===== src/rtl/rf_wb_scheduler.sv =====
// rf_wb_scheduler
//   Arbitrates two writeback requesters (0 = ALU, 1 = LSU) onto a single
//   register-file write port. It also keeps a per-register busy scoreboard
//   that stalls the issue stage on RAW/WAW hazards.
//
// Ports
//   clk, rst                    clock; synchronous active-high reset
//   wb0_valid/ready/addr/data   requester 0 writeback handshake
//   wb1_valid/ready/addr/data   requester 1 writeback handshake
//   iss_valid/rd/rs1/rs2        instruction presented by the issue stage
//   iss_stall                   issue must hold (a referenced register is busy)
//   rf_we/rf_wa/rf_wd           registered write-port drive, one cycle after accept
//   busy_vec                    scoreboard, bit n = register n has a pending producer
//   idle                        scoreboard empty and no write in flight
module rf_wb_scheduler #(
    parameter int NUM_REGS  = 8,
    parameter int REG_WIDTH = 256,
    parameter int ADDR_W    = 5
) (
    input  logic                 clk,
    input  logic                 rst,
    input  logic                 wb0_valid,
    output logic                 wb0_ready,
    input  logic [ADDR_W-1:0]    wb0_addr,
    input  logic [REG_WIDTH-1:0] wb0_data,
    input  logic                 wb1_valid,
    output logic                 wb1_ready,
    input  logic [ADDR_W-1:0]    wb1_addr,
    input  logic [REG_WIDTH-1:0] wb1_data,
    input  logic                 iss_valid,
    input  logic [ADDR_W-1:0]    iss_rd,
    input  logic [ADDR_W-1:0]    iss_rs1,
    input  logic [ADDR_W-1:0]    iss_rs2,
    output logic                 iss_stall,
    output logic                 rf_we,
    output logic [ADDR_W-1:0]    rf_wa,
    output logic [REG_WIDTH-1:0] rf_wd,
    output logic [NUM_REGS-1:0]  busy_vec,
    output logic                 idle
);

    // Round-robin pointer: 1 means requester 1 won the most recent transfer.
    // Its reset value of 1 hands the first contested cycle to requester 0.
    logic                 r_last_gnt1;
    logic [NUM_REGS-1:0]  r_busy;
    logic                 r_rf_we;
    logic [ADDR_W-1:0]    r_rf_wa;
    logic [REG_WIDTH-1:0] r_rf_wd;

    logic                 w_xfer;
    logic                 w_wb_in_range;
    logic [ADDR_W-1:0]    w_wb_addr;
    logic [REG_WIDTH-1:0] w_wb_data;
    logic [NUM_REGS-1:0]  w_set;
    logic [NUM_REGS-1:0]  w_clr;
    logic [NUM_REGS-1:0]  w_busy_nxt;

    function automatic logic f_in_range(input logic [ADDR_W-1:0] a);
        return 32'(a) < $unsigned(NUM_REGS);
    endfunction

    // Out-of-range addresses never match a scoreboard bit, so they read as not busy.
    function automatic logic f_busy_at(input logic [NUM_REGS-1:0] vec,
                                       input logic [ADDR_W-1:0]   a);
        logic b;
        b = 1'b0;
        for (int unsigned n = 0; n < NUM_REGS; n++) begin
            if (32'(a) == n) b = vec[n];
        end
        return b;
    endfunction

    // Grants are masked by rst so no transfer can complete during reset.
    always_comb begin
        wb0_ready = 1'b0;
        wb1_ready = 1'b0;
        if (!rst) begin
            if (wb0_valid && wb1_valid) begin
                wb0_ready = r_last_gnt1;
                wb1_ready = !r_last_gnt1;
            end else begin
                wb0_ready = wb0_valid;
                wb1_ready = wb1_valid;
            end
        end
    end

    assign w_xfer        = wb0_ready | wb1_ready;
    assign w_wb_addr     = wb1_ready ? wb1_addr : wb0_addr;
    assign w_wb_data     = wb1_ready ? wb1_data : wb0_data;
    assign w_wb_in_range = f_in_range(w_wb_addr);

    assign iss_stall = iss_valid & (f_busy_at(r_busy, iss_rs1) |
                                    f_busy_at(r_busy, iss_rs2) |
                                    f_busy_at(r_busy, iss_rd));

    always_comb begin
        w_set = '0;
        w_clr = '0;
        for (int unsigned n = 0; n < NUM_REGS; n++) begin
            if (w_xfer && 32'(w_wb_addr) == n)
                w_clr[n] = 1'b1;
            if (iss_valid && !iss_stall && 32'(iss_rd) == n)
                w_set[n] = 1'b1;
        end
    end

    // Set is applied after clear so a new producer wins over a retiring one.
    assign w_busy_nxt = (r_busy & ~w_clr) | w_set;

    always_ff @(posedge clk) begin
        if (rst) begin
            r_last_gnt1 <= 1'b1;
            r_busy      <= '0;
            r_rf_we     <= 1'b0;
            r_rf_wa     <= '0;
            r_rf_wd     <= '0;
        end else begin
            r_busy  <= w_busy_nxt;
            r_rf_we <= w_xfer && w_wb_in_range;
            if (w_xfer)
                r_last_gnt1 <= wb1_ready;
            if (w_xfer && w_wb_in_range) begin
                r_rf_wa <= w_wb_addr;
                r_rf_wd <= w_wb_data;
            end
        end
    end

    assign rf_we    = r_rf_we;
    assign rf_wa    = r_rf_wa;
    assign rf_wd    = r_rf_wd;
    assign busy_vec = r_busy;
    assign idle     = (r_busy == '0) && !r_rf_we;

endmodule


===== config.mk =====
export PLATFORM = sky130hd
export DESIGN_NAME = rf_wb_scheduler
export DESIGN_NICKNAME = d
export VERILOG_FILES = /design/src/rtl/rf_wb_scheduler.sv
export SDC_FILE = /design/constraint.sdc
export NUM_CORES = 1
export LEC_CHECK = 0
export CORE_AREA = 5 5 311 313
export DETAILED_ROUTE_END_ITERATION = 7
export DIE_AREA = 0 0 316 318
export PLACE_DENSITY = 0.36
export REMOVE_ABC_BUFFERS = 1
export SETUP_SLACK_MARGIN = 0.2
export SLEW_MARGIN = 30
export SYNTH_ARGS = -nofsm -noshare
export SYNTH_HDL_FRONTEND = slang
export SYNTH_SLANG_ARGS = --single-unit

===== constraint.sdc =====
create_clock -name clk -period 2.6 [get_ports clk]
set_clock_uncertainty 0.2 [all_clocks]
set_input_delay 0.52 -clock clk [delete_from_list [all_inputs] [get_ports clk]]
set_output_delay 0.52 -clock clk [all_outputs]
set_load 0.03 [all_outputs]

* Word level (Yosys, flattened, before mapping)
Cells that the tools add are included.
** Storage, ports and cells
- Input bits :: 542
- Bits in writable memories :: 0
- Latch bits :: 0
- Memory bits (read-only) :: 0
- Memories :: 0
- Register bits :: 271
** Operators by class
- Bitwise gates (word level) :: 7
- Equal/unequal tests :: 28
- Add/sub/neg operators :: 0
- Divide/modulo/power cells :: 0
- $lt $le $gt $ge :: 1
- Shifts and indexed selects :: 0
- Muxes and demuxes :: 46
- Reduce and logical (&&, ||, !) cells :: 28
- Multipliers :: 0
** Operator list (count)
- $mux 256 :: 1
- $eq 5x3->1 const B :: 16
- $mux 1 :: 44
- $eq 5x2->1 const B :: 8
- $eq 5x1->1 const B :: 4
- $logic_and 1x1->1 :: 20
- $logic_not 5->1 :: 4
- $and 8x8->8 :: 1
- $logic_not 8->1 :: 1
- $not 8->8 :: 1
- $or 8x8->8 :: 1
- $lt 5x4->1 const B :: 1
- $mux 5 :: 1
- $logic_not 1->1 :: 3
- $or 1x1->1 :: 3
- $and 1x1->1 :: 1

* Depth between registers and ports, before layout
- Word-level depth :: 17
- Depth in mapped cells :: 11

* Worst setup path after synthesis
OpenSTA, ideal clock, no wires.
- Path type :: input port to output port
- Start :: in iss_rd[1]
- End :: out iss_stall
- Slack :: 0.050 ns
- Buffers on the path :: 1
- Data required time :: 1.880 ns
- Arrival :: 1.830 ns
- Cell stages on the path :: 5
- Path through :: clkbuf_1 o21ai_0 nand3b_1 a311oi_1 o21a_1
** Between the ends
- Word-level cells in the longest chain between the ends :: 11
** Ends and longest elaborated chain
- from (decl) :: line 31 : input logic [ADDR_W-1:0] iss_rd,
- $logic_not 5->1 :: line 68 : if (32'(a) == n) b = vec[n];
- $mux 1 (7 in a row) :: line 68
- $mux 1 (*) :: line 68
- $or 1x1->1 (*) :: line 94 : f_busy_at(r_busy, iss_rs2) |
- $and 1x1->1 (*) :: line 93 : assign iss_stall = iss_valid & (f_busy_at(r_busy, iss_rs1) |
- to (decl) :: line 34 : output logic iss_stall,
Mark *: on every way between the ends. The rest lies on a longest branch, timed or not.

* Worst setup path in the final report
- Start :: reg r_busy[5], in the netlist busy_vec[5]
- End :: out iss_stall
** Between the ends
- Word-level cells in the longest chain between the ends :: 6
** Ends and longest elaborated chain
- from (decl) :: line 45 : logic [NUM_REGS-1:0] r_busy;
- from (signal assigned) :: line 119 : r_busy <= w_busy_nxt;
- $mux 1 (3 in a row) :: line 68
- $or 1x1->1 :: line 93
- $or 1x1->1 (*) :: line 94
- $and 1x1->1 (*) :: line 93
Marks and branches as above.

==> run metrics <==
status complete, but fails checks; violated checks negative setup slack; Post-synth EDFFs 0; pin count of the biggest net entering global routing just under 80; Rows 113; synthesized instance count ~1,300; top_reg_cell synth dfxtp_1; CP Class reg -> out; highest clock rate roughly 360 MHz; deepest clock path buffer count 3; placed cell area 22,000 sq um; drt drc 0; Avg Cell Area, Syn approximately 9.4 sq um; Worst-Skew Late Latency between 0.5 and 0.6 ns; CTS tree built; initial DRC count between 400 and 500; total clock sinks 271; Hold Crit Depth 2; Peak VDD IR between 0.3 and 0.4 mV; Sw Share ~28%; sequential fraction of the synthesis area between 40% and 50%; Die Wd ~320 um; Synth Register Bits about 270; static leakage ~0.0084 uW; Mapped Area between 10,000 and 15,000 sq um; Slew @ Worst Pin between 0.4 and 0.5 ns; Die Span Y 318 um; CP max stage cell mux4_2; I/O Buffers around 800; pwr/cell area roughly 530 nW/um^2; worst setup margin -0.192 ns; placed cell count about 3,300; Post-DRT Antenna Nets 0; CP Capture Type primary output; core region area between 90,000 and 100,000 sq um; Hold Vio Cnt, Final 0; worst reg2reg path depth 8; fin. max-slew vios 0; Worst Path Arrival 2.07 ns; reg-to-reg endpoint rf_wd[116]; Internal Power just under 9000 uW; Synth cell types 38; metal3 WL approximately 5800 um; cts hold-fix bufs 0; GPL Wtd Cong around 0.82; total CTS buffers 38; drt pass-1 iters 4; vias around 13,000; Root Buffer clkbuf_16; Slew Limit Headroom 71.0%; routed len/inst 18.4 um; Tot GR Track Use around an eighth; minimum clock period roughly 2.8 ns; clock slew seen by the registers of the worst setup and hold paths roughly 0.05 ns; setup violators final 1; CP required 1.88 ns; hold_sp rf_wd[97]; Via-to-Cell Ratio 3.71; share of post-route cells with drive strength above 1 approximately 8.5%; CP startpoint kind flip-flop; slowest cell delay on critical path about 0.46 ns; logic gate share of total power 23.3%; Layout fillers between 10,000 and 15,000; clock group share of total power 40.2%; Layout area overhead 96.2%; wire length on met2 between 30,000 and 40,000 um; starting density of the core between 10% and 20%; sink of the worst hold path rf_wd[97]; M1 wire length ~22,000 um; min-delay worst type reg -> reg; Post-synth ARST share 0%; commonest non-fill, non-tap cells in the layout 769 x clkdlybuf4s50_1, 268 x mux2i_1, 267 x dfxtp_1; crit path max fanout 2; I/O pin total 816; fin area 23,300 sq um; filler-free cell count of the finished design between 3,000 and 4,000; antenna violations before repair 9; Final period util 107%; sequential power share a little over a third; vias in the first global route approximately 13,000; NetSw 3450 uW; WL final 62,700 um; final net count ~2,700; grt ovf 0; first-pass GRT wire length 89,100 um; worst reg2reg path startpoint r_last_gnt1; FF-to-FF setup slack 0.50 ns; worst hold slack roughly 0.26 ns; H-tree depth 2; cell mode on critical path buf_6; max-cap violations 0; DIE AREA 100,000 sq um; top sig layer met4; Warnings, synthesis 0; RSZ-0062 raised after global routing true; HPWL after detailed placement approximately 50,000 um; CP cell instances buf_6 -> mux4_2 -> o211ai_1 -> nand3_1 -> o21a_1 -> buf_6; commonest non-fill, non-tap cell in the layout clkdlybuf4s50_1
## power by group through the flow
stage / registers [uW] / clock network (uW) / logic, uW
CTS: 4530 / 5280 / 2950
detailed placement: 4620 / 0 / 2940
global route: 4560 / 5410 / 3080
floorplan: 5090 / 0 / 830
global placement: 4610 / 0 / 2940
finish: 4530 / 4980 / 2890
## cell families after synthesis
logic type	Yosys count	share of synthesized area, %
compound gates	284	12.7
buf+inv	126	5.50
flops	271	45.6
mux	270	22.8
simple gates	314	13.4
## routing by layer
layer / global-route usage, % / vias up
met4: 2.69 / 0
li1: - / 6322
met5: 0 / -
met3: 4.09 / 76
met2: 22.6 / 508
met1: 11.9 / 5739
## how the worst max path moves through the flow
stage                           start         to  slack, ns  cells past startpoint
after global routing      busy_vec[5]  iss_stall      -0.32                      6
after global placement     iss_rs2[0]  iss_stall      -0.36                      6
after CTS                 busy_vec[5]  iss_stall      -0.32                      6
final                     busy_vec[5]  iss_stall      -0.19                      6
after detailed placement   iss_rs2[0]  iss_stall      -0.33                      6
after floorplan                   rst   rf_wa[3]     -23.43                      4
## critical path, delay by kind of cell, from the launching register on
family                 cells  cell delay, ns
multiplexers               1            0.46
buffers and inverters      2            0.25
AND/OR/NAND/NOR            1            0.13
AO/OA/AOI/OAI              2            0.38
flip-flops                 1            0.32
## through the flow
step	setup slack (ns)	util (%)	total power (uW)	TNS (ns)
global placement	-0.355	23.5	7550	-9.54
floorplan	-23.43	-	5920	-6277.47
global route	-0.324	24.8	13100	-0.324
finish	-0.192	24.8	12400	-0.192
detailed placement	-0.328	23.5	7560	-15.11
CTS	-0.319	24.7	12800	-0.319
## synth_stat cells, drive strengths merged, types with 2 or more instances
library cell    n  area, sq um
nor2b           2         12.5
a211oi          2         15.0
and3            7         43.8
nand2          11         41.3
o32ai           2         17.5
o21ai         261         1310
o211ai          3         22.5
mux2i         268         2680
nand2b          5         31.3
clkbuf         54          203
nor3b           2         15.0
nand3         266         1330
nor4            3         18.8
dfxtp         271         5430
a311o           3         30.0
nor2            7         26.3
inv             8         30.0
o31ai           5         37.5
nand4           2         12.5
o311ai          2         17.5
nor3            4         20.0
nand3b          3         22.5
buf            64          422
## area by class of cell
type                            instances  area (sq um)  share of cell area, %
Timing Repair Buffer                  927          9270                   39.7
Multi-Input combinational cell        868          5830                   25.0
Sequential cell                       271          5430                   23.3
Tap cell                             1265          1580                   6.78
Clock buffer                           55          1110                   4.74
Clock inverter                          9          76.3                  0.327
Inverter                                8          37.5                  0.161
Antenna cell                            5          12.5                 0.0536
## repair_timing
action / CTS / global route
pin swaps: 3 / 4
gates resized for setup: 45 / 13
gates cloned: 1 / 0
endpoints found under the setup margin: 33 / 12
setup buffers: 2 / 5
## flip-flops by register name, summed over array words and instances, names as in the netlist
register / cells
rf_wd: 256
rf_wa: 5
r_last_gnt1: 1
rf_we: 1
busy_vec: 8
No activity file was read; power rests on OpenSTA's default activity.
